===== src/rtl/lut_bist_pkg.sv =====
// Shared types and defaults for the LUT truth-table self-test controller.
// Holds the FSM state enum, default parameters and the vector-count helper.
package lut_bist_pkg;

    typedef enum logic [1:0] {
        IDLE   = 2'd0,
        SETTLE = 2'd1,
        SAMPLE = 2'd2,
        DONE   = 2'd3
    } state_t;

    localparam int unsigned DEF_LUT_K         = 2;
    localparam int unsigned DEF_SETTLE_CYCLES = 4;
    localparam logic [3:0]  DEF_EXPECTED      = 4'b1010;

    // Wide enough for the largest settle count (255).
    localparam int unsigned CNT_W = 8;

    function automatic int unsigned vec_count(input int unsigned k);
        return 32'd1 << k;
    endfunction

endpackage


===== src/rtl/lut_bist_settle_cnt.sv =====
// Settle down-counter: load, decrement, zero flag.
// Ports: clk, rst_n, load, dec, load_val -> zero.
module lut_bist_settle_cnt
    import lut_bist_pkg::*;
(
    input  logic             clk,
    input  logic             rst_n,
    input  logic             load,
    input  logic             dec,
    input  logic [CNT_W-1:0] load_val,
    output logic             zero
);

    logic [CNT_W-1:0] count;

    always_ff @(posedge clk or negedge rst_n) begin
        if (!rst_n) begin
            count <= '0;
        end else if (load) begin
            count <= load_val;
        end else if (dec && !zero) begin
            count <= count - 1'b1;
        end
    end

    assign zero = (count == '0);

endmodule


===== src/rtl/lut_bist_ctrl.sv =====
// LUT BIST controller: sweeps every input vector, samples the LUT output,
// and compares against a golden table. Ports: clk, rst_n, start, abort,
// lut_o in; lut_i, busy, done, pass, result, err_cnt out.
module lut_bist_ctrl
    import lut_bist_pkg::*;
#(
    parameter int unsigned           LUT_K         = DEF_LUT_K,
    parameter int unsigned           SETTLE_CYCLES = DEF_SETTLE_CYCLES,
    parameter logic [2**LUT_K-1:0]   EXPECTED      = DEF_EXPECTED
) (
    input  logic                 clk,
    input  logic                 rst_n,
    input  logic                 start,
    input  logic                 abort,
    output logic [LUT_K-1:0]     lut_i,
    input  logic                 lut_o,
    output logic                 busy,
    output logic                 done,
    output logic                 pass,
    output logic [2**LUT_K-1:0]  result,
    output logic [LUT_K:0]       err_cnt
);

    localparam int unsigned      VEC     = vec_count(LUT_K);
    localparam logic [LUT_K-1:0] LAST    = LUT_K'(VEC - 1);
    localparam logic [LUT_K:0]   ERR_MAX = (LUT_K + 1)'(VEC);
    localparam logic [CNT_W-1:0] RELOAD  = CNT_W'(SETTLE_CYCLES - 1);

    state_t           state;
    state_t           state_nxt;
    logic [LUT_K-1:0] idx;
    logic             go;
    logic             stop;
    logic             smp;
    logic             last;
    logic             miss;
    logic [LUT_K:0]   err_inc;
    logic             cnt_load;
    logic             cnt_dec;
    logic             cnt_zero;

    assign last     = (idx == LAST);
    assign miss     = (lut_o != EXPECTED[idx]);
    assign err_inc  = (miss && err_cnt != ERR_MAX) ? err_cnt + 1'b1 : err_cnt;
    assign cnt_load = go || (smp && !last);
    assign cnt_dec  = (state == SETTLE) && !abort;

    lut_bist_settle_cnt u_cnt (
        .clk      (clk),
        .rst_n    (rst_n),
        .load     (cnt_load),
        .dec      (cnt_dec),
        .load_val (RELOAD),
        .zero     (cnt_zero)
    );

    always_ff @(posedge clk or negedge rst_n) begin
        if (!rst_n) begin
            state <= IDLE;
        end else begin
            state <= state_nxt;
        end
    end

    always_comb begin
        state_nxt = state;
        unique case (state)
            IDLE: begin
                if (go) state_nxt = SETTLE;
            end
            SETTLE: begin
                if (abort)         state_nxt = IDLE;
                else if (cnt_zero) state_nxt = SAMPLE;
            end
            SAMPLE: begin
                if (abort)     state_nxt = IDLE;
                else if (last) state_nxt = DONE;
                else           state_nxt = SETTLE;
            end
            DONE:    state_nxt = IDLE;
            default: state_nxt = IDLE;
        endcase
    end

    // abort outranks start in IDLE; abort in DONE is ignored.
    always_comb begin
        busy = 1'b0;
        done = 1'b0;
        go   = 1'b0;
        stop = 1'b0;
        smp  = 1'b0;
        unique case (state)
            IDLE:   go = start && !abort;
            SETTLE: begin
                busy = 1'b1;
                stop = abort;
            end
            SAMPLE: begin
                busy = 1'b1;
                stop = abort;
                smp  = !abort;
            end
            DONE:    done = 1'b1;
            default: ;
        endcase
    end

    // lut_o is only consumed through smp, i.e. in SAMPLE.
    always_ff @(posedge clk or negedge rst_n) begin
        if (!rst_n) begin
            idx     <= '0;
            lut_i   <= '0;
            result  <= '0;
            err_cnt <= '0;
            pass    <= 1'b0;
        end else if (go) begin
            idx     <= '0;
            lut_i   <= '0;
            result  <= '0;
            err_cnt <= '0;
            pass    <= 1'b0;
        end else if (stop) begin
            lut_i <= '0;
            pass  <= 1'b0;
        end else if (smp) begin
            result[idx] <= lut_o;
            err_cnt     <= err_inc;
            if (last) begin
                pass <= (err_inc == '0);
            end else begin
                idx   <= idx + 1'b1;
                lut_i <= idx + 1'b1;
            end
        end else if (state == DONE) begin
            lut_i <= '0;
        end
    end

endmodule


===== config.mk =====
export PLATFORM = sky130hd
export DESIGN_NAME = lut_bist_ctrl
export DESIGN_NICKNAME = d
export VERILOG_FILES = /design/src/rtl/lut_bist_pkg.sv /design/src/rtl/lut_bist_settle_cnt.sv /design/src/rtl/lut_bist_ctrl.sv
export SDC_FILE = /design/constraint.sdc
export NUM_CORES = 1
export LEC_CHECK = 0
export CORE_MARGIN = 3
export CORE_UTILIZATION = 55
export CTS_CLUSTER_DIAMETER = 40
export DETAILED_ROUTE_END_ITERATION = 6
export PLACE_DENSITY = 0.78
export SYNTH_ARGS = -nofsm -noshare
export SYNTH_HDL_FRONTEND = slang
export SYNTH_SLANG_ARGS = --single-unit

===== constraint.sdc =====
create_clock -name clk -period 3.95 [get_ports clk]
set_clock_uncertainty 0.15 [all_clocks]
set_input_delay 0.79 -clock clk [delete_from_list [all_inputs] [get_ports clk]]
set_output_delay 0.79 -clock clk [all_outputs]
set_load 0.1 [all_outputs]

==> metrics.md, run 1 <==
| Metric | Value |
|---|---|
| Clk pwr share | 14.5% |
| Nets | 179 |
| Post-Layout Inst Area | 1590 sq um |
| Number of flops mapped to enable cells by yosys | 0 |
| #FFs+latches synth | 22 |
| RD Place Congestion | 0.806 |
| Maximum vdd drop | 0.684 mV |
| Leak Pwr | 0.761 nW |
| ANT cells | 0 |
| Iter 0 DRT Violations | 23 |
| Most frequent cell after synthesis | dfrtp_1 |
| Layout area overhead | 18.5% |
| Overall routing resource usage | 18.9% |
| Die H | 55.4 microns |
| Post-place instance area | 1540 sq um |
| Cell count after synthesis | 141 |
| Drt first pass iters | 5 |
| Met3 wire length | 98 microns |
| Total routed wirelength | 2710 microns |
| Initial antenna violation count | 0 |
| Root Driver | clkbuf_4 |
| Largest family of logic cells by synthesized area | simple AND/OR/NAND/NOR gates |
| DRC Markers | 0 |
| Ports | 17 |
| First-pass GRT wire length | 4710 microns |
| Fillers | 177 |
| Crit-path max FO | 4 |
| Post-synth net total | 159 |
| Post-Synth XOR/XNOR Area | 5.87% |
| Leading post-synthesis cells by cell area | dfrtp_1 41%, ha_1 12%, nor2_1 5.6% |
| CTS Sinks | 22 |
| Worst skew pair latency | 0.31 ns |
| Core ar. | 2250 sq um |
| Share of cells above drive strength 1 | 8.13% |
| WL met1 | 1170 microns |
| Crit-path cells | ha_1 > clkdlybuf4s50_1 |
| Critical path class | reg -> out |
| Clock transition at the registers of the reported paths | 0.12 ns |
| Starting density of the core | 59.5% |
| Hold crit path type | reg -> reg |
| Port bufs | 16 |
| Unique cell type count in the Yosys netlist | 33 |
| Final Hold Fails | 0 |
| Largest net degree at the start of global routing | 23 |
| Final worst slack | 0.952 ns |
| Data required time of the worst path | 3.01 ns |
| Antenna-violating nets left | 0 |
| Die Width | 55.4 microns |
| Highest clock rate | 0.334 GHz |
| Adder-cell share of the synthesized area | 12.1% |
| Cell area after synthesis | 1340 sq um |
| Final HPWL DP | 2060 microns |
| Die Area | 3070 sq um |
| Pre-CTS WS | 1.24 ns |
| Unrepaired setup endpoints after global routing | false |
| Post-CTS Resized | 0 |
| Switch Pwr | 0.571 mW |
| Final setup TNS | 0 ns |
| Via count | 1058 |
| Predominant post-synthesis flop cell | dfrtp_1 |
| Slew HR | 35.0% |
| Ys async rst share | 100% |
| CP max-delay cell | clkdlybuf4s50_1 |
| Comb power frac | 54.5% |
| Top sig layer | met4 |
| Routed wl met2 | 1400 microns |
| Total global routing overflow | 0 |
| Switching Fraction | 48.1% |
| Simple-Gate Fraction of Synth Area | 20.1% |
| Critical path endpoint category | output port |
| Number of max-cap violations | 0 |
| Clock Path Buffers | 2 |
| Avg Cell Area, Syn | 9.52 sq um |
| Final worst-path cycle share | 75.9% |
| Hold Buf Count CTS | 0 |
| Area leader, netlist | dfrtp_1 |
| Power consumption | 1.19 mW |
| TritonCTS clock tree | done |
| Vias in the first global route | 1086 |
| Tightest Pin Transition | 0.973 ns |
| Yosys Warn Count | 0 |
| Vias per cell | 5.63 |
| Power per cell area | 745 nW/um^2 |
| Flop pwr share | 31.0% |
| Setup-failing EPs final | 0 |
| Crit path launch type | register |
| Post-synthesis sequential area ratio | 41.0% |
| Postcts setup bufs | 0 |
| Multiplexer area fraction after synthesis | 6.43% |
| Total CTS buffers | 3 |
| CTS H-tree lvls | 1 |
| Worst path arrival time | 2.06 ns |
| Num rows | 17 |
| Int Pwr | 0.615 mW |
| Post-synthesis compound-gate area fraction | 10.5% |
| Fin. max-slew vios | 0 |
| Post-synth top area share | 41.0% |
| Outcome | completed |
| Tmin final | 3.00 ns |
| Post-synth top cells | 22 x dfrtp_1, 20 x nor2_1, 13 x ha_1 |
| Mean routed wirelength per cell | 14.4 microns |
| Delay of the slowest cell on the worst path | 1.14 ns |
==> cells in the final DEF (no fill, tap or decap), drive strengths merged, types with 2 or more instances in the layout <==
cell / synthesis / layout
a22o: 2 / 2
buf: 0 / 3
o211ai: 2 / 2
a21oi: 6 / 6
mux2: 2 / 2
nand3: 5 / 5
mux2i: 6 / 6
nor3: 3 / 3
clkbuf: 3 / 3
nor4: 3 / 3
xor2: 5 / 5
a21o: 2 / 2
nor2b: 3 / 3
o21ai: 3 / 3
clkdlybuf4s50: 0 / 15
inv: 11 / 11
xnor2: 4 / 4
nand2: 12 / 12
nand4b: 2 / 2
nor2: 20 / 20
ha: 13 / 13
dfrtp: 22 / 22
==> final timing paths <==
check | from | end | slack, ns | cells past startpoint
min in group asynchronous | rst_n | u_cnt.count[0] | 0.85 | 1
max | state[1] | done | 0.95 | 2
min reg2reg | lut_i[0] | lut_i[0] | 0.37 | 1
max in group asynchronous | rst_n | result[0] | 2.21 | 1
max reg2reg | u_cnt.count[0] | state[1] | 1.69 | 6
min | lut_i[0] | lut_i[0] | 0.37 | 1
==> logic make-up (layout without fill, tap and decap cells) <==
logic type      after synthesis  after routing
fa+ha+maj                    13             13
simple gates                 55             55
flops                        22             22
buf+inv                      14             33
xor+xnor                      9              9
compound gates               20             20
mux                           8              8
==> worst max-delay path, delay by kind of cell (launching register included) <==
kind	cells	cell delay, ns
buffers and inverters	1	1.14
flip-flops	1	0.41
adder cells (fa/ha/maj)	1	0.20
==> power by group through the flow <==
stage	Sequential [mW]	Combinational, mW	Clock [mW]
6_report	0.367	0.646	0.172
5_1_grt	0.378	0.699	0.185
4_1_cts	0.366	0.650	0.176
3_5_place_dp	0.371	0.644	0
3_3_place_gp	0.367	0.622	0
2_1_floorplan	0.482	0.387	0
==> flip-flops by register name, summed over array words and instances, names as in the netlist <==
signal	flops
u_cnt.count	8
result	4
err_cnt	3
idx	2
lut_i	2
state	2
pass	1
==> routing by layer <==
| layer | GRT usage (%) | vias to the layer above |
|---|---|---|
| li1 | - | 518 |
| met4 | 4.51 | 0 |
| met2 | 33.8 | 24 |
| met1 | 23.3 | 512 |
| met5 | 0 | - |
| met3 | 3.50 | 4 |
==> layout make-up <==
| class | instances | area [sq um] | area share (%) |
|---|---|---|---|
| Clock inverter | 1 | 30.0 | 1.89 |
| Multi-Input combinational cell | 105 | 739 | 46.5 |
| Timing Repair Buffer | 18 | 173 | 10.8 |
| Inverter | 11 | 41.3 | 2.59 |
| Sequential cell | 22 | 551 | 34.6 |
| Tap cell | 28 | 35.0 | 2.20 |
| Clock buffer | 3 | 22.5 | 1.42 |
==> per-stage QoR <==
stage          utilization [%]  std cells  hold slack (ns)
2_1_floorplan                -        141            0.344
3_3_place_gp              68.3        184            0.341
3_5_place_dp              68.3        184            0.349
4_1_cts                   70.6        188            0.378
5_1_grt                   70.6        188            0.408
6_report                  70.6        188            0.373
Note: power is estimated with default switching activity, not from simulation.
==> run 2: changes to the inputs <==
CORE_UTILIZATION = 54   (was 55)
PLACE_DENSITY = 0.77   (was 0.78)
clock period = 2.8 ns   (was 3.95 ns; I/O delays follow)
==> metrics.md, run 2 (synthesis results as in run 1) <==
| Metric | Value |
|---|---|
| Storage cell area | 551 sq um |
| Total CTS buffers | 3 |
| Most frequent cells in the layout | 22 x dfrtp_1, 20 x nor2_1, 15 x buf_4, 13 x ha_1, 12 x nand2_1 |
| Most flops, register | u_cnt.count |
| Outcome | completed |
| Unrepaired setup endpoints after global routing | false |
| Tmin final | 2.24 ns |
| Starting density of the core | 59.0% |
| Initial antenna violation count | 0 |
| Postcts setup bufs | 0 |
| Critical path endpoint category | register |
| Share of cells above drive strength 1 | 15.5% |
| Port bufs | 16 |
| Crit path launch type | register |
| Area of the multi-input gates | 739 sq um |
| Power consumption | 1.60 mW |
| Slew HR | 70.6% |
| Hold Startpoint | result[2] |
| Mean routed wirelength per cell | 14.7 microns |
| Fillers | 183 |
| ANT cells | 0 |
| Leak Pwr | 0.780 nW |
| Vias per cell | 5.66 |
| Tightest Pin Transition | 0.440 ns |
| Util after Layout | 68.3% |
| RD Place Congestion | 0.739 |
| Setup-failing EPs final | 0 |
| Clock transition at the registers of the reported paths | 0.12 ns |
| Worst path arrival time | 2.30 ns |
| TritonCTS clock tree | done |
| Total routed wirelength | 2790 microns |
| Data required time of the worst path | 2.86 ns |
| Max FFs per register | 8 |
| Final worst-path cycle share | 79.9% |
| Drt first pass iters | 4 |
| FF-to-FF Start | u_cnt.count[0] |
| Largest regs | u_cnt.count (8), result (4), err_cnt (3) |
| Via count | 1069 |
| Overall routing resource usage | 18.9% |
| Power per cell area | 1030 nW/um^2 |
| Largest net degree at the start of global routing | 23 |
| Final setup TNS | 0 ns |
| Hold depth | 2 |
| Highest clock rate | 0.447 GHz |
| Vias in the first global route | 1017 |
| Num rows | 17 |
| Fin. max-slew vios | 0 |
| Ports | 17 |
| CTS H-tree lvls | 1 |
| Worst-case reg-to-reg path depth | 6 |
| Total global routing overflow | 0 |
| Root Driver | clkbuf_4 |
| Layout area overhead | 15.8% |
| First-pass GRT wire length | 4670 microns |
| Worst skew pair latency | 0.31 ns |
| Final HPWL DP | 2120 microns |
| Clock Path Buffers | 2 |
| Hold crit path type | reg -> reg |
| Post-place instance area | 1520 sq um |
| CTS Sinks | 22 |
| DRC Markers | 0 |
| Post-Layout Inst Area | 1560 sq um |
| Die Width | 55.9 microns |
| Crit-path max FO | 5 |
| Worst Hold End | result[2] |
| Die H | 55.9 microns |
| Iter 0 DRT Violations | 30 |
| Post-CTS Resized | 0 |
| Nets | 180 |
| Final Hold Fails | 0 |
| RR Endpoint | state[1] |
| WHS | 0.390 ns |
| Die Area | 3120 sq um |
| Maximum vdd drop | 0.916 mV |
| Antenna-violating nets left | 0 |
| Hold Buf Count CTS | 0 |
| Number of max-cap violations | 0 |
| R2r setup slk | 0.56 ns |
| Most common cell after layout, fill and taps aside | dfrtp_1 |
| Critical path class | reg -> reg |
| Core ar. | 2280 sq um |
[run 2: cell count changes in the layout (fill, tap and decap cells not counted), sizes merged]
cell           delta
clkdlybuf4s50    -11
bufinv            -1
clkbuf            +1
buf              +12
[run 2: area by class of cell]
type / count / area share, %
clock buffers: 4 / 2.33
multi-input cells: 105 / 47.5
well taps: 28 / 2.25
flip-flops and latches: 22 / 35.4
repair buffers: 19 / 9.81
inverters: 11 / 2.65
[run 2: worst max-delay path, cell delays in order (launching register included)]
cell and delay [ns]:
dfrtp_1 0.44, inv_1 0.10, ha_1 0.19, or3b_2 0.52, o21a_4 0.24, a21o_1 0.19, mux2_4 0.30
[run 2: per-stage QoR]
step / std cells / setup slack (ns)
after floorplan: 141 / 0.634
after global placement: 185 / 0.427
after detailed placement: 185 / 0.339
after CTS: 189 / 0.581
after global routing: 189 / 0.520
final: 189 / 0.562
[run 2: worst max path at each step]
stage	start	endpoint	slack, ns	cells after the start
2_1_floorplan	state[1]	lut_i[1]	0.63	5
3_3_place_gp	abort	state[1]	0.43	5
3_5_place_dp	abort	state[1]	0.34	5
4_1_cts	u_cnt.count[0]	state[1]	0.58	6
5_1_grt	u_cnt.count[0]	state[1]	0.52	6
6_report	u_cnt.count[0]	state[1]	0.56	6
[run 2: power breakdown]
| part | leakage, nW | switching, mW | total, mW | internal (mW) |
|---|---|---|---|---|
| combinational | 0.466 | 0.598 | 0.901 | 0.304 |
| clock | 0.0210 | 0.0978 | 0.177 | 0.0795 |
| sequential | 0.294 | 0.114 | 0.525 | 0.411 |
| total | 0.780 | 0.809 | 1.60 | 0.794 |
[run 2: metal layers]
layer	global-route usage [%]	routed length, microns
met5	0	0
met4	6.10	43
met1	25.7	1290
met2	30.9	1350
met3	3.02	96
==> run 3: changes to the inputs <==
CORE_UTILIZATION = 49   (was 54)
PLACE_DENSITY = 0.74   (was 0.77)
clock period = 1.9 ns   (was 2.8 ns; I/O delays follow)
==> metrics.md, run 3 (synthesis results as in run 1) <==
| Metric | Value |
|---|---|
| Most flops, register | u_cnt.count |
| Overall routing resource usage | 20.4% |
| Clock Path Buffers | 2 |
| Max FFs per register | 8 |
| First-pass GRT wire length | 5420 microns |
| Core ar. | 2540 sq um |
| ANT cells | 0 |
| Slew HR | 70.2% |
| Fin. max-slew vios | 0 |
| Critical path class | reg -> reg |
| Layout area overhead | 44.3% |
| TritonCTS clock tree | done |
| Total CTS buffers | 3 |
| Total global routing overflow | 0 |
| Ports | 17 |
| Number of max-cap violations | 0 |
| Flop pwr share | 26.1% |
| Failing checks | negative setup slack |
| CTS Sinks | 22 |
| Post-place instance area | 1840 sq um |
| Crit path launch type | register |
| Antenna-violating nets left | 0 |
| Iter 0 DRT Violations | 37 |
| Mean routed wirelength per cell | 14.6 microns |
| Initial antenna violation count | 0 |
| Pre-CTS WS | -0.120 ns |
| Switching Fraction | 45.9% |
| Fillers | 184 |
| Clock transition at the registers of the reported paths | 0.12 ns |
| Switch Pwr | 1.32 mW |
| Via count | 1164 |
| DRC Markers | 0 |
| Tightest Pin Transition | 0.442 ns |
| Die H | 58.3 microns |
| Maximum vdd drop | 1.24 mV |
| Drt first pass iters | 4 |
| Final worst-path cycle share | 103% |
| Die Width | 58.3 microns |
| Num rows | 18 |
| Total routed wirelength | 3130 microns |
| Comb power frac | 64.9% |
| Tmin final | 1.95 ns |
| Int Pwr | 1.55 mW |
| Root Driver | clkbuf_4 |
| Die Area | 3400 sq um |
| Leak Pwr | 0.924 nW |
| Power per cell area | 1480 nW/um^2 |
| Most frequent cells in the layout | 25 x buf_4, 20 x dfrtp_1, 19 x nor2_1, 12 x nand2_1, 12 x buf_12 |
| RD Place Congestion | 0.883 |
| Vias per cell | 5.44 |
| Post-Layout Inst Area | 1940 sq um |
| Outcome | finished with violations |
| Starting density of the core | 52.8% |
| Final Hold Fails | 0 |
| Data required time of the worst path | 1.96 ns |
| Clk pwr share | 9.0% |
| Highest clock rate | 0.512 GHz |
| Most common cell after layout, fill and taps aside | buf_4 |
| Unrepaired setup endpoints after global routing | true |
| Final HPWL DP | 2310 microns |
| Worst skew pair latency | 0.31 ns |
| CTS H-tree lvls | 1 |
| Largest net degree at the start of global routing | 23 |
| Setup-failing EPs final | 1 |
| Worst path arrival time | 2.01 ns |
| Critical path endpoint category | register |
| Share of cells above drive strength 1 | 33.2% |
| Crit-path max FO | 2 |
| Vias in the first global route | 1257 |
| Largest regs | u_cnt.count (8), result (4), err_cnt (3) |
| Nets | 203 |
| Port bufs | 16 |
| Final worst slack | -0.0533 ns |
| Hold crit path type | in -> async |
-- run 3: worst paths after layout --
kind,start,end,slack (ns),cells after the start
min,rst_n,state[0],0.26,2
max,u_cnt.count[0],state[1],-0.05,6
max in group asynchronous,rst_n,err_cnt[1],1.10,2
min in group clk,result[2],result[2],0.44,2
min reg2reg,result[2],result[2],0.44,2
max reg2reg,u_cnt.count[0],state[1],-0.05,6
-- run 3: critical path: stages, from the launching register on --
cell and delay [ns]:
dfrtp_1 0.42, inv_2 0.09, ha_4 0.13, or3b_4 0.38, o21a_4 0.20, a21o_1 0.19, mux2_4 0.30
-- run 3: timing repair --
item | 4_1_cts | 5_1_grt
setup buffers | 2 | 0
hold buffers | 0 | 0
setup endpoints to repair | 4 | 13
gates resized for setup | 4 | 8
-- run 3: power groups by stage --
stage          clock network [mW]  logic, mW  registers (mW)
6_report                    0.259       1.86           0.749
5_1_grt                     0.283       2.00           0.765
4_1_cts                     0.265       1.80           0.745
3_5_place_dp                    0       1.74           0.760
3_3_place_gp                    0       1.70           0.745
2_1_floorplan                   0      0.818            1.01
-- run 3: layout make-up --
type	instances	area (sq um)	share of cell area [%]
inverters	11	41.3	2.13
well taps	30	37.5	1.94
multi-input cells	105	790	40.8
repair buffers	42	479	24.7
clock buffers	4	36.3	1.87
flip-flops and latches	22	553	28.6
-- run 3: per-layer routing --
layer  vias up  wire length (microns)  track usage, %
met2        25                   1630            37.0
met5         -                      0               0
met1       563                   1340            24.8
li1        572                      -               -
met3         4                    127            4.61
met4         0                     31            3.97
-- run 3: per-stage QoR --
| step | hold slack, ns | total power, mW | utilization (%) | setup TNS (ns) | instances |
|---|---|---|---|---|---|
| global placement | 0.404 | 2.44 | 72.3 | -0.149 | 208 |
| global route | 0.266 | 3.05 | 76.1 | -0.217 | 214 |
| finish | 0.258 | 2.87 | 76.1 | -0.0533 | 214 |
| floorplan | -0.0656 | 1.83 | - | -0.129 | 141 |
| detailed placement | 0.419 | 2.50 | 72.3 | -0.777 | 208 |
| CTS | 0.267 | 2.81 | 74.8 | -0.0653 | 214 |
